===== src/rtl/dsp_pkg.sv =====
// Shared DSP types and helpers for the FFT front end: feeder FSM states,
// the Q1.15 unity constant and a saturating arithmetic right shift.
package dsp_pkg;

  typedef enum logic [2:0] {
    IDLE,
    START,
    WAIT_READY,
    STREAM,
    WAIT_DONE
  } feeder_state_t;

  localparam logic signed [15:0] ONE_Q15 = 16'sh7FFF;
  localparam int unsigned        SAT_W   = 64;

  // Arithmetic shift right by 'shift', then clamp to a signed 'width'-bit range.
  function automatic logic signed [SAT_W-1:0] sat_shift(
    input logic signed [SAT_W-1:0] value,
    input int unsigned             shift,
    input int unsigned             width
  );
    logic signed [SAT_W-1:0] shifted;
    logic signed [SAT_W-1:0] max_v;
    logic signed [SAT_W-1:0] min_v;
    shifted = value >>> shift;
    max_v   = (64'sd1 <<< (width - 1)) - 64'sd1;
    min_v   = -(64'sd1 <<< (width - 1));
    if (shifted > max_v) begin
      return max_v;
    end else if (shifted < min_v) begin
      return min_v;
    end
    return shifted;
  endfunction

endpackage


===== src/rtl/window_mult.sv =====
// Combinational window multiply: sample * Q1.(COEF_WIDTH-1) coefficient,
// rescaled back to DATA_WIDTH with saturation.
module window_mult
  import dsp_pkg::*;
#(
  parameter int unsigned DATA_WIDTH = 16,
  parameter int unsigned COEF_WIDTH = 16
) (
  input  logic signed [DATA_WIDTH-1:0] sample,
  input  logic signed [COEF_WIDTH-1:0] coef,
  output logic signed [DATA_WIDTH-1:0] result_c
);

  localparam int unsigned PROD_W = DATA_WIDTH + COEF_WIDTH;

  logic signed [PROD_W-1:0] prod;
  logic signed [SAT_W-1:0]  sat;

  always_comb begin
    prod     = PROD_W'(sample) * PROD_W'(coef);
    sat      = sat_shift(SAT_W'(prod), COEF_WIDTH - 1, DATA_WIDTH);
    result_c = DATA_WIDTH'(sat);
  end

endmodule


===== src/rtl/fft_frame_feeder.sv =====
// Frames a complex sample stream into N-sample ping-pong banks, windows each
// sample on readout and streams frames into the FFT, one frame per fft_done.
module fft_frame_feeder
  import dsp_pkg::*;
#(
  parameter int unsigned DATA_WIDTH = 16,
  parameter int unsigned COEF_WIDTH = 16,
  parameter int unsigned N          = 8
) (
  input  logic                         clk,
  input  logic                         rst_n,
  input  logic signed [DATA_WIDTH-1:0] s_real,
  input  logic signed [DATA_WIDTH-1:0] s_imag,
  input  logic                         s_valid,
  output logic                         s_ready,
  input  logic                         win_wr_en,
  input  logic [$clog2(N)-1:0]         win_index,
  input  logic signed [COEF_WIDTH-1:0] win_value,
  output logic                         fft_start,
  output logic signed [DATA_WIDTH-1:0] fft_din_real,
  output logic signed [DATA_WIDTH-1:0] fft_din_imag,
  output logic                         fft_din_valid,
  input  logic                         fft_din_ready,
  input  logic                         fft_done,
  output logic                         overflow,
  output logic [15:0]                  frames_sent
);

  localparam int unsigned IDX_W = $clog2(N);
  localparam int unsigned CNT_W = IDX_W + 1;

  feeder_state_t               state_q, state_d;
  logic [1:0]                  bank_full_q, bank_full_d;
  logic                        wr_bank_q, wr_bank_d;
  logic [IDX_W-1:0]            wr_idx_q, wr_idx_d;
  logic                        rd_bank_q, rd_bank_d;
  logic [CNT_W-1:0]            rd_cnt_q, rd_cnt_d;
  logic                        fft_start_q, fft_start_d;
  logic                        fft_din_valid_q, fft_din_valid_d;
  logic signed [DATA_WIDTH-1:0] fft_din_real_q, fft_din_real_d;
  logic signed [DATA_WIDTH-1:0] fft_din_imag_q, fft_din_imag_d;
  logic                        overflow_q, overflow_d;
  logic [15:0]                 frames_sent_q, frames_sent_d;
  logic signed [COEF_WIDTH-1:0] coef_q [N];
  logic signed [COEF_WIDTH-1:0] coef_d [N];
  logic signed [DATA_WIDTH-1:0] mem_real_q [2][N];
  logic signed [DATA_WIDTH-1:0] mem_imag_q [2][N];

  logic                         wr_en_c;
  logic                         release_c;
  logic [IDX_W-1:0]             rd_idx_c;
  logic signed [DATA_WIDTH-1:0] win_real_c, win_imag_c;

  assign s_ready   = !bank_full_q[wr_bank_q];
  assign wr_en_c   = s_valid && s_ready;
  assign release_c = (state_q == WAIT_DONE) && fft_done;
  assign rd_idx_c  = rd_cnt_q[IDX_W-1:0];

  window_mult #(.DATA_WIDTH(DATA_WIDTH), .COEF_WIDTH(COEF_WIDTH)) u_win_real (
    .sample   (mem_real_q[rd_bank_q][rd_idx_c]),
    .coef     (coef_q[rd_idx_c]),
    .result_c (win_real_c)
  );

  window_mult #(.DATA_WIDTH(DATA_WIDTH), .COEF_WIDTH(COEF_WIDTH)) u_win_imag (
    .sample   (mem_imag_q[rd_bank_q][rd_idx_c]),
    .coef     (coef_q[rd_idx_c]),
    .result_c (win_imag_c)
  );

  // Write side: fill pointer, bank occupancy (set by writer, cleared by reader), overflow.
  always_comb begin
    bank_full_d = bank_full_q;
    wr_bank_d   = wr_bank_q;
    wr_idx_d    = wr_idx_q;
    overflow_d  = overflow_q || (s_valid && !s_ready);
    coef_d      = coef_q;
    if (wr_en_c) begin
      if (wr_idx_q == IDX_W'(N - 1)) begin
        bank_full_d[wr_bank_q] = 1'b1;
        wr_bank_d              = !wr_bank_q;
        wr_idx_d               = '0;
      end else begin
        wr_idx_d = wr_idx_q + IDX_W'(1);
      end
    end
    if (release_c) begin
      bank_full_d[rd_bank_q] = 1'b0;
    end
    if (win_wr_en) begin
      coef_d[win_index] = win_value;
    end
  end

  // Read FSM; rd_cnt counts samples already loaded into the output register.
  always_comb begin
    state_d         = state_q;
    rd_bank_d       = rd_bank_q;
    rd_cnt_d        = rd_cnt_q;
    fft_start_d     = 1'b0;
    fft_din_valid_d = fft_din_valid_q;
    fft_din_real_d  = fft_din_real_q;
    fft_din_imag_d  = fft_din_imag_q;
    frames_sent_d   = frames_sent_q;
    case (state_q)
      IDLE: begin
        if (bank_full_q[rd_bank_q]) begin
          state_d     = START;
          fft_start_d = 1'b1;
          rd_cnt_d    = '0;
        end
      end
      START: begin
        fft_din_real_d = win_real_c;
        fft_din_imag_d = win_imag_c;
        rd_cnt_d       = CNT_W'(1);
        state_d        = WAIT_READY;
      end
      WAIT_READY: begin
        if (fft_din_ready) begin
          fft_din_valid_d = 1'b1;
          state_d         = STREAM;
        end
      end
      STREAM: begin
        if (fft_din_ready) begin
          if (rd_cnt_q == CNT_W'(N)) begin
            fft_din_valid_d = 1'b0;
            frames_sent_d   = frames_sent_q + 16'd1;
            state_d         = WAIT_DONE;
          end else begin
            fft_din_real_d = win_real_c;
            fft_din_imag_d = win_imag_c;
            rd_cnt_d       = rd_cnt_q + CNT_W'(1);
          end
        end
      end
      WAIT_DONE: begin
        if (fft_done) begin
          rd_bank_d = !rd_bank_q;
          state_d   = IDLE;
        end
      end
      default: state_d = IDLE;
    endcase
  end

  always_ff @(posedge clk or negedge rst_n) begin
    if (!rst_n) begin
      state_q         <= IDLE;
      bank_full_q     <= '0;
      wr_bank_q       <= 1'b0;
      wr_idx_q        <= '0;
      rd_bank_q       <= 1'b0;
      rd_cnt_q        <= '0;
      fft_start_q     <= 1'b0;
      fft_din_valid_q <= 1'b0;
      fft_din_real_q  <= '0;
      fft_din_imag_q  <= '0;
      overflow_q      <= 1'b0;
      frames_sent_q   <= '0;
      for (int i = 0; i < int'(N); i++) begin
        coef_q[i] <= COEF_WIDTH'(ONE_Q15);
      end
    end else begin
      state_q         <= state_d;
      bank_full_q     <= bank_full_d;
      wr_bank_q       <= wr_bank_d;
      wr_idx_q        <= wr_idx_d;
      rd_bank_q       <= rd_bank_d;
      rd_cnt_q        <= rd_cnt_d;
      fft_start_q     <= fft_start_d;
      fft_din_valid_q <= fft_din_valid_d;
      fft_din_real_q  <= fft_din_real_d;
      fft_din_imag_q  <= fft_din_imag_d;
      overflow_q      <= overflow_d;
      frames_sent_q   <= frames_sent_d;
      coef_q          <= coef_d;
    end
  end

  // Sample store needs no reset: occupancy is tracked by bank_full.
  always_ff @(posedge clk) begin
    if (wr_en_c) begin
      mem_real_q[wr_bank_q][wr_idx_q] <= s_real;
      mem_imag_q[wr_bank_q][wr_idx_q] <= s_imag;
    end
  end

  assign fft_start     = fft_start_q;
  assign fft_din_valid = fft_din_valid_q;
  assign fft_din_real  = fft_din_real_q;
  assign fft_din_imag  = fft_din_imag_q;
  assign overflow      = overflow_q;
  assign frames_sent   = frames_sent_q;

endmodule


===== config.mk =====
export PLATFORM = sky130hd
export DESIGN_NAME = fft_frame_feeder
export DESIGN_NICKNAME = d
export VERILOG_FILES = /design/src/rtl/dsp_pkg.sv /design/src/rtl/window_mult.sv /design/src/rtl/fft_frame_feeder.sv
export SDC_FILE = /design/constraint.sdc
export NUM_CORES = 2
export LEC_CHECK = 0
export ABC_AREA = 1
export ABC_CLOCK_PERIOD_IN_PS = 8650
export BUFFER_PORTS_ARGS = -buffer_cell sky130_fd_sc_hd__clkbuf_2
export CAP_MARGIN = 20
export CORE_UTILIZATION = 43
export CTS_CLUSTER_SIZE = 14
export DETAILED_ROUTE_END_ITERATION = 8
export PLACE_DENSITY = 0.64
export SKIP_LAST_GASP = 1
export SYNTH_ARGS = -nofsm -noshare
export SYNTH_HDL_FRONTEND = slang
export SYNTH_SLANG_ARGS = --single-unit
export TNS_END_PERCENT = 10

===== constraint.sdc =====
create_clock -name clk -period 8.65 [get_ports clk]
set_clock_uncertainty 0.05 [all_clocks]
set_input_delay 1.2975 -clock clk [delete_from_list [all_inputs] [get_ports clk]]
set_output_delay 1.2975 -clock clk [all_outputs]
set_load 0.05 [all_outputs]

==> results.tsv <==
metric	value	unit
first-pass GRT wire length	205000	µm
CTS tree	built	
sequential element share of the synthesized area	0.420	
DR pass1 iterations	6	
worst min path class	reg -> reg	
DP HPWL	91200	µm
ys async rst share	0.274	
DRT iter0 DRCs	2862	
Vias/cell	5.32	
Slew HR	0.312	
RSZ-0062 raised after global routing	no	
Fin Setup TNS	0	ps
Die Area	114000	µm²
CTS root buf	clkbuf_16	
CORE AREA	111000	µm²
status	completed	
CP Class	reg -> reg	
largest net degree at the start of global routing	130	
Post-Synthesis Cells	4869	
initial antenna violation count	8	
setup violators final	0	
Synth area leader	edfxtp_1	
Clk Latency, worst-skew pair	660	ps
Total Wirelength	132000	µm
crit path max fanout	90	
main flop type after synthesis	edfxtp_1	
GRT overflow	0	
drt drc	0	
clock-pin slew on the worst setup and hold paths	60	ps
Final Hold Fails	0	
IO Pins	109	
Data required, critical path	9120	ps
H-tree Lvls	3	
register area	20400	µm²
Final Core Density	0.484	
std cell rows	122	
via count	34805	
total number of yosys warnings	0	
post-route ant nets	0	
chip height	338	µm
Worst setup EP type	flop	
Yosys cell types	57	
filler cell count	10208	
Synth Net Count	5611	
CTS Buffer Depth	3	
PortBufs	108	
Max Slew Vio Count	0	
share of layout cells above drive strength 1	0.120	
max-cap violations	0	
period utilisation layout	0.950	
Peak Freq	122	MHz
Final Net Count	5728	
commonest cells after routing, fill and taps aside	811 x inv_1, 695 x nand2_1, 653 x nor2_1	
Synth top area share	0.317	
clock buffer count from CTS	77	
Worst-Margin Slew	1030	ps
EDFF count, synth	512	
number of synthesized register bits	705	
layout overhead on the synthesized area	11.0	%
die width	338	µm
total track usage	0.236	
min cycle time layout	8210	ps
most common cell after layout, fill and taps aside	inv_1	
RePlAce Congestion	0.917	
Area contributors post-synth	edfxtp_1 32%, fa_1 22%, dfstp_2 6.5%, inv_1 6.3%, nand2_1 5.4%	
Initial Util	0.436	
vias in the first global route	35339	
syn avg cell area	9.96	µm²
DR WL/cell	20.1	µm
area occupied by multi-input gates	24200	µm²
WP data arrival	8680	ps
TritonCTS Sinks	705	
Post-Syn Area	48500	µm²
startpoint types	flop	
flip-flops by register name (all words and copies together) (netlist names), 2 cells and up:
register,flops
wr_idx_q,3
coef_q,128
state_q,3
bank_full_q,2
rd_cnt_q,4
mem_imag_q,256
mem_real_q,256
fft_din_real,16
fft_din_imag,16
frames_sent,16
Yosys cell counts (13+ instances only):
cell and number:
a21oi_1 103, dfrtp_1 73, nor2_1 658, o221ai_1 87, clkbuf_1 163, nor3_1 27
or2_2 30, xnor2_1 20, o22ai_1 43, o21ai_0 438, dfstp_2 120, ha_1 163
fa_1 522, a21oi_2 21, xor2_1 40, edfxtp_1 512, inv_1 813, nand2_1 697
o21a_1 13, buf_2 24, nand3_1 119, o211ai_1 31
through the flow:
stage | setup slack [ps] | std cells | hold slack (ps) | instance area (µm²)
finish | 436 | 6538 | 416 | 53900
global route | 40.1 | 6534 | 434 | 53800
CTS | 246 | 6529 | 419 | 53700
detailed placement | 281 | 6390 | 407 | 51300
global placement | 337 | 6389 | 407 | 51300
floorplan | 912 | 4869 | 403 | 48500
layout make-up:
cell class,instances,area share
Antenna cell,4,0.000186
Clock buffer,103,0.0384
Clock inverter,36,0.00616
Inverter,832,0.0582
Multi-Input combinational cell,3121,0.450
Sequential cell,705,0.378
Tap cell,1488,0.0346
Timing Repair Buffer,249,0.0341
logic make-up (layout without fill, tap and decap cells):
kind of cell    count (synthesis)  in the layout  synth area share
other cells                     0              4                 0
simple gates                 1577           1577             0.131
buf+inv                      1043           1220            0.0831
fa+ha+maj                     685            685             0.258
compound gates                799            799            0.0979
xor+xnor                       60             60            0.0108
flops                         705            705             0.420
critical path, cell delays in order, from the launching register on:
cell	delay [ps]
dfrtp_4	640
buf_12	420
buf_4	320
o21ai_0	110
o221ai_1	190
o211ai_1	130
nand2_1	330
clkinv_1	470
nor2_1	280
fa_1	460
fa_1	400
fa_1	550
fa_1	460
fa_1	500
inv_1	50
fa_1	470
inv_1	40
ha_1	340
a21oi_1	250
o21ai_0	200
a21oi_1	310
o221a_2	280
nand3_1	140
nand3_4	210
nand2_4	70
inv_4	190
a21oi_1	100
final timing paths:
check,startpoint,end,slack (ps),depth (start not counted)
max,rd_cnt_q[0],fft_din_real[4],440,26
min,frames_sent[15],frames_sent[15],420,1
max reg2reg,rd_cnt_q[0],fft_din_real[4],440,26
min reg2reg,frames_sent[15],frames_sent[15],420,1
max in group asynchronous,rst_n,rd_cnt_q[1],6730,2
min in group asynchronous,rst_n,rd_cnt_q[0],660,1
metal layers:
metal | part of all wire | global-route usage | wire (µm) | up-vias
li1 | - | - | - | 15923
met1 | 0.41 | 0.313 | 54500 | 17373
met2 | 0.48 | 0.397 | 63200 | 1234
met3 | 0.067 | 0.0313 | 8830 | 267
met4 | 0.039 | 0.0880 | 5080 | 8
met5 | 0.00037 | 0 | 49 | -
what timing repair did:
item,4_1_cts,5_1_grt
setup endpoints to repair,0,30
gates resized for setup,0,6
setup buffers,0,2
hold buffers,0,0
Power is not shown: default switching activity piles up to over one toggle a cycle in this logic, so the estimate is an artifact.
